===== src/rtl/memory_access.sv =====
//==============================================================================
// Module      : memory_access
// Description : EX/MEM pipeline register plus memory-stage control. Captures
//               the execute-stage outputs, resolves CBZ-type branches and runs
//               aligned loads/stores against a variable-latency data memory
//               through a req/ack handshake. The upstream pipeline is frozen
//               while a request is outstanding.
// Ports       : clk/reset           - clock, synchronous active-high reset
//               *_E                 - execute-stage instruction fields
//               stall_out           - freeze PC, IF/ID and ID/EX
//               dm_req/we/addr/wdata, dm_ack/rdata - data memory handshake
//               *_M                 - results presented to writeback
// Revision    : 1.0 - initial release
//==============================================================================
`default_nettype none

module memory_access #(
    parameter int size = 64
) (
    input  logic              clk,
    input  logic              reset,
    input  logic              valid_E,
    input  logic              memRead_E,
    input  logic              memWrite_E,
    input  logic              branch_E,
    input  logic [size-1:0]   aluResult_E,
    input  logic [size-1:0]   writeData_E,
    input  logic [size-1:0]   PCBranch_E,
    input  logic              zero_E,
    output logic              stall_out,
    output logic              dm_req,
    output logic              dm_we,
    output logic [size-1:0]   dm_addr,
    output logic [size-1:0]   dm_wdata,
    input  logic              dm_ack,
    input  logic [size-1:0]   dm_rdata,
    output logic              valid_M,
    output logic [size-1:0]   aluResult_M,
    output logic [size-1:0]   readData_M,
    output logic              PCSrc_M,
    output logic [size-1:0]   PCBranch_M,
    output logic              misalign_M
);

    localparam logic [1:0] c_IDLE = 2'd0;
    localparam logic [1:0] c_WAIT = 2'd1;
    localparam logic [1:0] c_DONE = 2'd2;

    logic [1:0]      state_q,      state_d;
    logic            valid_q,      valid_d;
    logic            mem_read_q,   mem_read_d;
    logic            mem_write_q,  mem_write_d;
    logic            branch_q,     branch_d;
    logic            zero_q,       zero_d;
    logic [size-1:0] alu_result_q, alu_result_d;
    logic [size-1:0] write_data_q, write_data_d;
    logic [size-1:0] pc_branch_q,  pc_branch_d;
    logic [size-1:0] read_data_q,  read_data_d;

    logic w_in_wait;
    logic w_start_mem;

    // Stall depends only on registered state: no dm_ack -> stall path.
    assign w_in_wait   = (state_q == c_WAIT);
    assign w_start_mem = valid_E & (memRead_E | memWrite_E) &
                         (aluResult_E[2:0] == 3'b000);

    always_comb begin
        state_d      = state_q;
        valid_d      = valid_q;
        mem_read_d   = mem_read_q;
        mem_write_d  = mem_write_q;
        branch_d     = branch_q;
        zero_d       = zero_q;
        alu_result_d = alu_result_q;
        write_data_d = write_data_q;
        pc_branch_d  = pc_branch_q;
        read_data_d  = read_data_q;

        if (!w_in_wait) begin
            // IDLE and DONE both accept the next instruction every edge;
            // a stray dm_ack here has no effect.
            valid_d      = valid_E;
            mem_read_d   = memRead_E;
            mem_write_d  = memWrite_E;
            branch_d     = branch_E;
            zero_d       = zero_E;
            alu_result_d = aluResult_E;
            write_data_d = writeData_E;
            pc_branch_d  = PCBranch_E;
            state_d      = w_start_mem ? c_WAIT : c_IDLE;
        end else if (dm_ack) begin
            // Read+write together behaves as a store: load data is not taken.
            if (mem_read_q && !mem_write_q) begin
                read_data_d = dm_rdata;
            end
            state_d = c_DONE;
        end
    end

    always_ff @(posedge clk) begin
        if (reset) begin
            state_q      <= c_IDLE;
            valid_q      <= 1'b0;
            mem_read_q   <= 1'b0;
            mem_write_q  <= 1'b0;
            branch_q     <= 1'b0;
            zero_q       <= 1'b0;
            alu_result_q <= '0;
            write_data_q <= '0;
            pc_branch_q  <= '0;
            read_data_q  <= '0;
        end else begin
            state_q      <= state_d;
            valid_q      <= valid_d;
            mem_read_q   <= mem_read_d;
            mem_write_q  <= mem_write_d;
            branch_q     <= branch_d;
            zero_q       <= zero_d;
            alu_result_q <= alu_result_d;
            write_data_q <= write_data_d;
            pc_branch_q  <= pc_branch_d;
            read_data_q  <= read_data_d;
        end
    end

    // Memory interface is only driven while a request is outstanding, which
    // keeps the fields quiet (and stable) outside WAIT.
    assign stall_out = w_in_wait;
    assign dm_req    = w_in_wait;
    assign dm_we     = w_in_wait & mem_write_q;
    assign dm_addr   = w_in_wait ? alu_result_q : '0;
    assign dm_wdata  = w_in_wait ? write_data_q : '0;

    assign valid_M     = valid_q & ~w_in_wait;
    assign aluResult_M = alu_result_q;
    assign readData_M  = read_data_q;
    assign PCSrc_M     = valid_M & branch_q & zero_q;
    assign PCBranch_M  = pc_branch_q;
    assign misalign_M  = valid_q & (mem_read_q | mem_write_q) &
                         (alu_result_q[2:0] != 3'b000);

endmodule

`default_nettype wire


===== config.mk =====
export PLATFORM = sky130hd
export DESIGN_NAME = memory_access
export DESIGN_NICKNAME = d
export VERILOG_FILES = /design/src/rtl/memory_access.sv
export SDC_FILE = /design/constraint.sdc
export NUM_CORES = 1
export LEC_CHECK = 0
export CORE_AREA = 5 5 229 231
export DETAILED_ROUTE_END_ITERATION = 6
export DIE_AREA = 0 0 234 236
export SYNTH_ARGS = -nofsm -noshare
export SYNTH_HDL_FRONTEND = slang
export SYNTH_SLANG_ARGS = --single-unit

===== constraint.sdc =====
create_clock -name clk -period 2.2 [get_ports clk]
set_input_delay 0.33 -clock clk [delete_from_list [all_inputs] [get_ports clk]]
set_output_delay 0.33 -clock clk [all_outputs]
set_load 0.005 [all_outputs]

* Yosys cells after proc, flatten, opt, wreduce, memory -nomap -nowiden
Index checks and enable logic that the tools add are counted.
** Storage, ports and cells
- Bits in read-only memories :: 0
- Input port bits :: 264
- Memories kept :: 0
- Latch bits :: 0
- RAM bits :: 0
- Word-level logic and storage cells :: 33
- Bits in registers :: 263
** Cells by class
- Reduce and logical (&&, ||, !) cells :: 5
- Order comparisons :: 0
- $add $sub $neg :: 0
- Equality and inequality tests :: 2
- Bitwise operators :: 11
- Shift operators :: 0
- Multiply operators :: 0
- Muxes and demuxes :: 5
- Divide/modulo/power cells :: 0
** Operators with widths (number)
- two-way mux 64 bit :: 2
- bitwise AND 1 bit :: 8
- two-way mux 2 bit :: 2
- zero test 3 bit :: 1
- AND reduction 3 bit :: 1
- nonzero test 3 bit :: 1
- == test 2 x 1 -> 1 bit (second input constant) :: 1
- != test 2 bit (second input constant) :: 1
- OR 1 bit :: 2
- logical AND 1 bit :: 1
- zero test 1 bit :: 1
- two-way mux 1 bit :: 1
- NOT 1 bit :: 1

* Logic depth before layout (Yosys ltp)
Gate-level depths: netlist of the first run.
- Word-level depth :: 5
- Gate-level depth with buffers :: 7
- Mapped depth without buffers :: 4

* Least setup slack after synthesis of the first run
OpenSTA, ideal clock, no wires.
- Path type :: reg2out
- From :: register state_q[1]
- To :: output port dm_addr[2]
- Stages on the path, launching flop included :: 7
- Arrival :: 0.924 ns
- Slack :: 0.946 ns
- Cells stage by stage :: dfxtp_1 > nand2b_4 > inv_2 > buf_2 > buf_2 > nand2_1 > inv_1
** On the way
- Word-level cells in the longest chain between the ends :: 2
** RTL lines
- from (decl) :: line 49 : logic [1:0] state_q, state_d;
- from (signal assigned) :: line 103 : state_q <= c_IDLE;
- from (signal assigned) :: line 114 : state_q <= state_d;
- == test 2 x 1 -> 1 bit :: line 64 : assign w_in_wait = (state_q == c_WAIT);
- two-way mux 64 bit :: line 132 : assign dm_addr = w_in_wait ? alu_result_q : '0;
- to (decl) :: line 33 : output logic [size-1:0] dm_addr,
No other way between the ends.

* Worst setup path after layout of the first run
- From :: register state_q[1]
- To :: output port dm_wdata[59]
** On the way
- Word-level cells in the longest chain between the ends :: 2
** RTL lines
- == test 2 x 1 -> 1 bit :: line 64
- two-way mux 64 bit :: line 133 : assign dm_wdata = w_in_wait ? write_data_q : '0;
- to (decl) :: line 34 : output logic [size-1:0] dm_wdata,
No other way between the ends.

==> results.md, run 1 <==
* Critical path capture point: dm_wdata[59]
* Largest net degree at the start of global routing at between 90 and 100
* Number of top-level pins at 590
* DR vias at 10.4k
* Total CTS buffers at 31
* Ranking of synthesized cells by area: dfxtp_1 (51%), nand2_1 (14%), a21oi_1 (9.6%)
* Core area at 0.0499 mm^2
* Fin Clk Skew at 10.0 ps
* HP Class: input port to register
* Yosys cell types at 21
* Area of the mapped netlist at roughly 0.010 mm^2
* Clk buf depth at 3
* Hold buffer count at cts at 0
* Clk pwr share at 43.9%
* Worst slack at placement at ~230 ps
* Initial Util at 20.6%
* Nets at 2126
* First-pass GRT wire length at 61.0 mm
* CTS sink count at 263
* CP arrival at roughly 2000 ps
* Clk Latency, worst-skew pair at 570 ps
* Routed Antenna Nets at 0
* Leakage at 8.96 nW
* Fin crit period at about 2400 ps
* Die ar. at 0.0552 mm^2
* Syn_nets at 1541
* DRT iter0 DRCs at 409
* WS Path Type: register to output port
* DIE HEIGHT at ~240 um
* Clock H-tree levels at 1
* Port bufs at approximately 590
* Final setup vio count at 13
* Root Driver: clkbuf_16
* Post-synth EDFFs at 0
* Sequential power share at around 44%
* Cell count after synthesis at 1277
* Worst VDD drop at ~0.54 mV
* Synth Flop Type: dfxtp_1
* Slew headroom at about 48%
* Register clock-pin slew on the reported worst setup and hold paths at 60 ps
* Slack of the worst reg-to-reg path at about 270 ps
* Fraction of layout cells with a size suffix above 1 at 9.18%
* Hold_ws at 230 ps
* Setup crit end kind: output port
* Synth warnings at 0
* Area grow syn2layout at 75.8%
* Critical path peak fanout at 24
* Async SR Flop Fraction at 0%
* PD cells at 634 mW/mm^2
* Maxcap violations at 0
* WL final at 42.0 mm
* Die Wd at about 230 um
* RSZ-0062 raised after global routing: yes
* Synth top area share at around half
* Max-slew violation count at 0
* Syn_area_per_cell at 8.06 um^2
* Startpoint Class: register
* CTS tree: yes
* Cell taking the most area after synthesis: dfxtp_1
* Critical Path Start: state_q[1]
* Residual DRC count at 0
* Slew @ Worst Pin at just under 800 ps
* Gr usage total at 13.9%
* Status: finished, violations left
* Routed wire length per instance at 16.4 um
* Global route total overflow at 0
* Failing checks: setup timing
* Sw frac at 22.9%
* Register bit total from synthesis at 263
* Drt via density at 4.07
* Comb power frac at 11.8%
* Seq/Total Area, Yosys at 51.1%
* Drt pass-1 iters at 4
* # rows at between 80 and 90
* Routability cong. at approximately 0.83
* Worst Slack Setup Final at -150 ps
* RR Endpoint: PCBranch_M[8]
* Int Pwr at 8.84 mW
* Hold Violations, Final at 0
* Reg-to-Reg Start: state_q[1]
* Fin crit share at 107%
* Layout Utilization at a little over a third
* CP required at 1870 ps
* P_sw at 2.63 mW
* Initial antenna violation count at 2
* Number of global-route vias before repair at 10.4k
* Max Fclk at 0.426 GHz
* Hpwl dp at 30.8 mm
* Cells on worst reg2reg path at 7
==> timing repair <==
action                     4_1_cts  5_1_grt
pin swaps                        0        1
buffers inserted                12        9
setup endpoints to repair      132       95
cloned                           5        2
gates resized for setup        122      140
==> placed cells by master, fill, tap and decap left out, drive strengths merged <==
cell type      instances
o21ai                  1
diode                  3
nor3                   1
buf                   52
mux2i                 64
and2                   1
clkinv                 4
o211ai                 1
nand2                395
clkbuf                93
nor2                   2
and3                   1
clkdlybuf4s50        467
dfxtp                263
nor4b                  1
and4b                  1
dlygate4sd2           43
clkdlybuf4s15          2
dlymetal6s2s          33
nand2b               130
inv                  132
a21oi                198
==> Yosys cell counts, types with 2 or more instances <==
library cell  number
nand2_1          395
mux2i_1           64
clkbuf_1          28
buf_4             17
a21oi_1          198
nand2b_1         129
dfxtp_1          263
nor2_1             2
buf_1              4
inv_1            129
buf_12             7
buf_2             32
==> kinds of logic (layout without fill, tap and decap cells) <==
family                 after synthesis  in the layout  synth area share (%)
and+or+nand+nor                    532            532                  22.8
DFF                                263            263                  51.1
buffers and inverters              218            826                  10.1
AOI/OAI and AO/OA                  200            200                  9.75
muxes                               64             64                  6.22
other                                0              3                     0
==> critical path, stage by stage, from the launching register on <==
cell,delay (ps)
dfxtp_1,290
nand2b_4,170
inv_12,110
buf_16,180
nand2_1,100
inv_1,60
clkdlybuf4s50_1,490
==> power groups by stage <==
stage	combinational [mW]	sequential [mW]	clock, mW
after floorplan	0.377	5.17	0
after global placement	1.32	5.17	0
after detailed placement	1.34	5.18	0
after CTS	1.36	5.08	5.24
after global routing	1.46	5.10	5.45
final	1.35	5.08	5.04
==> per-layer routing <==
metal | part of all wire (%) | track usage, %
met3 | 8.6 | 4.56
met5 | 0 | 0
met4 | 3.2 | 3.92
met1 | 40 | 16.1
met2 | 49 | 24.4
==> area by class of cell <==
type | count | area [um^2]
clock inverter | 5 | 28.8
timing repair buffer | 639 | 6400
multi-input combinational | 796 | 4070
sequential | 263 | 5270
inverter | 130 | 500
fill | 5162 | 31800
clock buffer | 51 | 981
tap | 672 | 841
antenna | 3 | 7.51
timing repair inverter | 1 | 8.76
==> through the flow <==
stage	setup TNS, ps	instance area, um^2	cells	power [mW]
finish	-1720	18100	2560	11.5
floorplan	0	10300	1277	5.55
CTS	-9300	18000	2548	11.7
detailed placement	0	16800	2475	6.51
global placement	0	16800	2475	6.49
global route	-3680	18100	2559	12.0
==> registers in the layout, summed over array words and instances (netlist names) <==
name and count:
mem_write_q 1, readData_M 64, state_q 2, branch_q 1, aluResult_M 64, PCBranch_M 64
write_data_q 64, mem_read_q 1, valid_q 1, zero_q 1
==> worst min path at each step <==
| stage | start | to | slack, ps | cells past startpoint |
|---|---|---|---|---|
| 6_report | reset | write_data_q[62] | 230 | 2 |
| 4_1_cts | reset | write_data_q[49] | 210 | 2 |
| 2_1_floorplan | zero_q | zero_q | 430 | 2 |
| 3_5_place_dp | zero_q | zero_q | 440 | 2 |
| 5_1_grt | reset | write_data_q[49] | 250 | 2 |
| 3_3_place_gp | branch_q | branch_q | 440 | 2 |
No activity file was read; power rests on OpenSTA's default activity.
==> run 2, diff against run 1 <==
--- a/config.mk
+++ b/config.mk
@@ -8,6 +8,7 @@
 export CORE_AREA = 5 5 229 231
 export DETAILED_ROUTE_END_ITERATION = 6
 export DIE_AREA = 0 0 234 236
+export REMOVE_ABC_BUFFERS = 1
 export SYNTH_ARGS = -nofsm -noshare
 export SYNTH_HDL_FRONTEND = slang
 export SYNTH_SLANG_ARGS = --single-unit
==> run 2 against run 1 <==
- the flow still finishes with violations (setup timing)
- total power is 3.9% higher
- maximum frequency is 5.5% higher
- critical path depth is 4 higher
- design area is 5.6% higher
- flip-flop and latch count stayed put
- final cell count is 1.8% higher
- non-clock buffer count is 44 higher
- setup slack better by 120 ps
- register-to-register slack worse by 40 ps
- die area stayed put
- critical endpoint is now dm_addr[7]
- largest cell class unchanged
==> results.md, run 2 (synthesis results as in run 1) <==
* Final setup vio count at 2
* Initial antenna violation count at 5
* Fillers at 5083
* Fin crit period at 2230 ps
* Cell mode on critical path: buf_12
* PD cells at 624 mW/mm^2
* First-pass GRT wire length at 64.7 mm
* Int Pwr at about 9 mW
* P_sw at around 2.7 mW
* Met3 Use GR at about 6.3%
* Crit-path max cell delay at 300 ps
* Hold Violations, Final at 0
* Reg-to-Reg Start: state_q[1]
* CP cell instances: nand2b_4 -> inv_12 -> buf_12 -> buf_12 -> buf_12 -> buf_8 -> buf_6 -> nand2_4 -> inv_2 -> buf_6
* Critical path peak fanout at 6
* # rows at 82
* RSZ-0062 raised after global routing: yes
* Most frequent cells in the layout: clkdlybuf4s50_1 (455), nand2_1 (291), dfxtp_1 (263)
* Core area at 0.0499 mm^2
* Gr usage total at roughly 15%
* Number of top-level pins at 590
* CTS sink count at 263
* Startpoint Class: register
* DIE HEIGHT at 236 um
* Worst Slack Setup Final at -27.4 ps
* GR Util met1 at between 10% and 20%
* Area grow syn2layout at 85.8%
* CTS tree: yes
* CP arrival at 1900 ps
* CP required at approximately 1900 ps
* HP Class: input port to register
* Busiest grt layer: met2
* Clk buf depth at 3
* Worst VDD drop at around 0.50 mV
* Hpwl dp at 30.3 mm
* Fin Clk Skew at 12.0 ps
* Fin crit share at 101%
* Comb power frac at around an eighth
* Die ar. at 0.0552 mm^2
* Maxcap violations at 0
* Hold buffer count at cts at 0
* Hold_ws at 270 ps
* RR Endpoint: write_data_q[28]
* Total CTS buffers at 31
* Min-delay src: reset
* Root Driver: clkbuf_16
* Cells on worst reg2reg path at 7
* Sw frac at 22.7%
* Max Fclk at 0.449 GHz
* Port bufs at 589
* Slew headroom at 47.9%
* Slew @ Worst Pin at between 700 and 800 ps
* Die Wd at 234 um
* WS Path Type: register to output port
* Sum of negative setup slack at -36.5 ps
* WL final at 43.7 mm
* Routed wire length per instance at ~17 um
* WHS Path Cells at 2
* Number of global-route vias before repair at 11.1k
* Clk pwr share at 45.4%
* Most common cell after layout, fill and taps aside: clkdlybuf4s50_1
* Drt via density at between 4 and 5
* Status: finished, violations left
* Register clock-pin slew on the reported worst setup and hold paths at 60 ps
* Met2 Usage GRT at between 20 and 30%
* Clock H-tree levels at 1
* Nets at 2170
* Failing checks: setup timing
* Largest net degree at the start of global routing at roughly 130
* Fraction of layout cells with a size suffix above 1 at 19.1%
* Sequential power share at 42.8%
* WHS Endpoint: aluResult_M[1]
* DR vias at 10.6k
* Routability cong. at 0.815
* DRT iter0 DRCs at 269
* Critical-path top delay cell: dfxtp_1
* Routed Antenna Nets at 0
* Slack of the worst reg-to-reg path at 230 ps
* Leakage at ~9.3 nW
* Drt pass-1 iters at 4
* Max-slew violation count at 0
* Clk Latency, worst-skew pair at 560 ps
* Initial Util at 20.6%
* Global route total overflow at 0
* Setup crit end kind: output port
* Residual DRC count at 0
run 2: cell types whose count changed in the layout (fill, tap and decap cells not counted), sizes merged:
cell	delta
inv	-2
dlymetal6s2s	-33
clkinvlp	+2
clkinv	-1
clkbuf	-21
dlygate4sd2	-10
clkdlybuf4s15	+10
diode	+1
clkdlybuf4s50	-12
bufbuf	+2
bufinv	+3
buf	+107
run 2: worst max path at each step:
stage / to / start / cells past startpoint / slack [ps]
after floorplan: readData_M[0] / state_q[1] / 4 / -2290
after global placement: dm_addr[22] / state_q[1] / 6 / 200
after detailed placement: dm_addr[22] / state_q[1] / 6 / 220
after CTS: dm_addr[60] / state_q[1] / 10 / -120
after global routing: dm_addr[7] / state_q[1] / 10 / -120
final: dm_addr[7] / state_q[1] / 10 / -30
run 2: critical path: cells and delay by family (launching register included):
kind / cells / cell delay (ps)
buffers and inverters: 8 / 800
DFF: 1 / 300
and+or+nand+nor: 2 / 230
run 2: routing by layer:
layer | up-vias | share of wire (%)
met4 | 0 | 3.2
met1 | 4875 | 37
met5 | - | 0
met2 | 435 | 48
met3 | 64 | 11
li1 | 5207 | -
run 2: stage by stage:
stage | instance area (um^2) | power, mW | utilization [%] | worst slack [ps] | std cells
after global placement | 16800 | 6.47 | 33.6 | 204 | 2472
after CTS | 18900 | 12.1 | 37.9 | -122 | 2599
after floorplan | 9750 | 5.47 | - | -2290 | 1189
final | 19100 | 11.9 | 38.4 | -27.4 | 2606
after global routing | 19100 | 12.4 | 38.4 | -124 | 2606
after detailed placement | 16800 | 6.49 | 33.6 | 216 | 2472
run 2: final cells by class:
| type | count | area, um^2 | area share (%) |
|---|---|---|---|
| tap | 672 | 841 | 4.40 |
| antenna | 4 | 10.0 | 0.0523 |
| timing repair buffer | 683 | 6930 | 36.2 |
| multi-input combinational | 796 | 4470 | 23.4 |
| clock buffer | 50 | 967 | 5.06 |
| clock inverter | 7 | 115 | 0.602 |
| sequential | 263 | 5270 | 27.5 |
| timing repair inverter | 1 | 30.0 | 0.157 |
| inverter | 130 | 503 | 2.63 |
run 2: power by group through the flow:
stage / Sequential (mW) / Combinational (mW) / Clock, mW
4_1_cts: 5.09 / 1.41 / 5.61
2_1_floorplan: 5.17 / 0.297 / 0
3_3_place_gp: 5.17 / 1.30 / 0
6_report: 5.11 / 1.41 / 5.42
3_5_place_dp: 5.17 / 1.31 / 0
5_1_grt: 5.13 / 1.52 / 5.79
run 2: repair_timing:
action	4_1_cts	5_1_grt
gates cloned	13	0
hold endpoints to repair	0	0
endpoints found under the setup margin	132	99
gates resized for setup	517	142
setup buffers	58	11
pin swaps	18	5
==> run 3, diff against run 2 <==
--- a/config.mk
+++ b/config.mk
@@ -9,6 +9,7 @@
 export DETAILED_ROUTE_END_ITERATION = 6
 export DIE_AREA = 0 0 234 236
 export REMOVE_ABC_BUFFERS = 1
+export SKIP_LAST_GASP = 1
 export SYNTH_ARGS = -nofsm -noshare
 export SYNTH_HDL_FRONTEND = slang
 export SYNTH_SLANG_ARGS = --single-unit
==> run 3 against run 2 <==
- the flow still finishes with violations (setup timing)
- maximum frequency decreased by 4.5%
- die area unchanged
- sequential share of layout area decreased by 0.052 points
- count of clock-buffer cells in the layout unchanged
- final cell count increased by 0.77%
- via count increased by 0.89%
- critical path type unchanged
- critical endpoint is now dm_addr[3]
- largest cell class unchanged
==> results.md, run 3 (synthesis results as in run 1) <==
* DIE HEIGHT at around 240 um
* Routed Antenna Nets at 0
* Hpwl dp at 30.3 mm
* CP arrival at roughly 2000 ps
* First-pass GRT wire length at 64.5 mm
* PD cells at 621 mW/mm^2
* Min-delay src: reset
* GR Util met1 at between 15 and 20%
* Number of global-route vias before repair at 11.1k
* Number of top-level pins at 590
* Area grow syn2layout at 86.1%
* Tot Pwr at 11.9 mW
* Setup crit end kind: output port
* Cells on worst reg2reg path at 10
* Max Fclk at 0.429 GHz
* Fin crit share at 106%
* Gr usage total at roughly 15%
* Critical-path top delay cell: clkdlybuf4s50_1
* Most common cell after layout, fill and taps aside: clkdlybuf4s50_1
* Total CTS buffers at 31
* WL final at 43.7 mm
* Clk Latency, worst-skew pair at 560 ps
* Comb power frac at between 10% and 20%
* Int Pwr at 9.22 mW
* Global route total overflow at 0
* Area post-placement at 0.0168 mm^2
* Final setup vio count at 21
* Slew headroom at a little under half
* Hold Violations, Final at 0
* Drt pass-1 iters at 4
* Maxcap violations at 0
* Largest net degree at the start of global routing at 133
* WP buf/inv at 5
* Met3 Use GR at 6.15%
* Critical path peak fanout at 6
* RSZ-0062 raised after global routing: yes
* Die Wd at approximately 230 um
* Clk buf depth at 3
* Fraction of layout cells with a size suffix above 1 at 18.5%
* Busiest grt layer: met2
* WP depth at 7
* CTS tree: yes
* Core area at between 0.04 and 0.05 mm^2
* Register clock-pin slew on the reported worst setup and hold paths at 60 ps
* Startpoint Class: register
* Worst slack at placement at 216 ps
* CP cell instances: nand2b_4 -> buf_12 -> clkinv_16 -> buf_16 -> nand2_1 -> inv_1 -> clkdlybuf4s50_1
* Fin crit period at 2330 ps
* P_sw at 2.69 mW
* Residual DRC count at 0
* HP Class: input port to register
* Layout Utilization at 38.4%
* WHS Path Cells at 2
* Initial Util at 20.6%
* Fin Clk Skew at between 10 and 15 ps
* Reg-to-Reg Start: state_q[1]
* Max-slew violation count at 0
* Area of the multi-input gates at ~0.0044 mm^2
* Sequential power share at 42.9%
* DRT iter0 DRCs at 296
* Port bufs at between 500 and 600
* Design area at between 0.015 and 0.02 mm^2
* Status: finished, violations left
* CTS sink count at 263
* Fillers at slightly above 5k
* Cell total after placement at roughly 2.5k
* # rows at slightly above 80
* Sw frac at 22.6%
* Clk pwr share at 45.3%
* Non-Filler Instances at approximately 2.6k
* Slew @ Worst Pin at 787 ps
* Clock H-tree levels at 1
* Hold_ws at 269 ps
* Nets at 2190
* Most frequent cells in the layout: clkdlybuf4s50_1 (459), nand2_1 (311), dfxtp_1 (263)
* Die ar. at 0.0552 mm^2
* Initial antenna violation count at 5
* Crit-path max cell delay at around 500 ps
* DR vias at between 10k and 15k
* Drt via density at roughly 4.1
* Worst Slack Setup Final at -131 ps
* Routed wire length per instance at approximately 17 um
* Routability cong. at 0.815
* Worst VDD drop at between 0.4 and 0.5 mV
* Critical Path Start: state_q[1]
* Met2 Usage GRT at between 20 and 30%
* Family with the most delay on the worst path: buffers and inverters
* Failing checks: setup timing
* CP required at between 1500 and 2000 ps
* Leakage at 9.42 nW
* Storage cell area at about 0.0053 mm^2
* Sum of negative setup slack at -1120 ps
* Root Driver: clkbuf_16
* WS Path Type: register to output port
run 3: area by class of cell:
class,count,area share (%)
repair inverters,1,0.157
inverters,130,2.62
multi-input cells,796,22.9
clock buffers,50,5.05
clock inverters,7,0.601
repair buffers,703,36.8
well taps,672,4.39
flip-flops and latches,263,27.5
diodes,4,0.0522
run 3: power by group through the flow:
stage / registers, mW / logic [mW] / clock network, mW
final: 5.10 / 1.41 / 5.40
after global placement: 5.17 / 1.30 / 0
after floorplan: 5.17 / 0.297 / 0
after global routing: 5.12 / 1.52 / 5.79
after CTS: 5.08 / 1.41 / 5.61
after detailed placement: 5.17 / 1.31 / 0
run 3: timing repair:
item	in CTS	in global routing
hold buffers	0	0
buffers inserted	58	32
hold endpoints to repair	0	0
cloned	13	0
endpoints found under the setup margin	132	112
gates resized for setup	354	233
pin swaps	6	17
run 3: worst paths after layout:
path,slack (ps),to
worst min register to register,450,PCBranch_M[9]
worst max register to register,170,readData_M[0]
worst max-delay path,-130,dm_addr[3]
worst min-delay path,270,aluResult_M[2]
run 3: metal layers:
metal  up-vias  part of all wire [%]  routed length, um
met1      4924                    38              16700
met2       442                    47              20700
met3        67                    11               4870
li1       5242                     -                  -
met5         -                     0                  0
met4         0                   3.3               1460
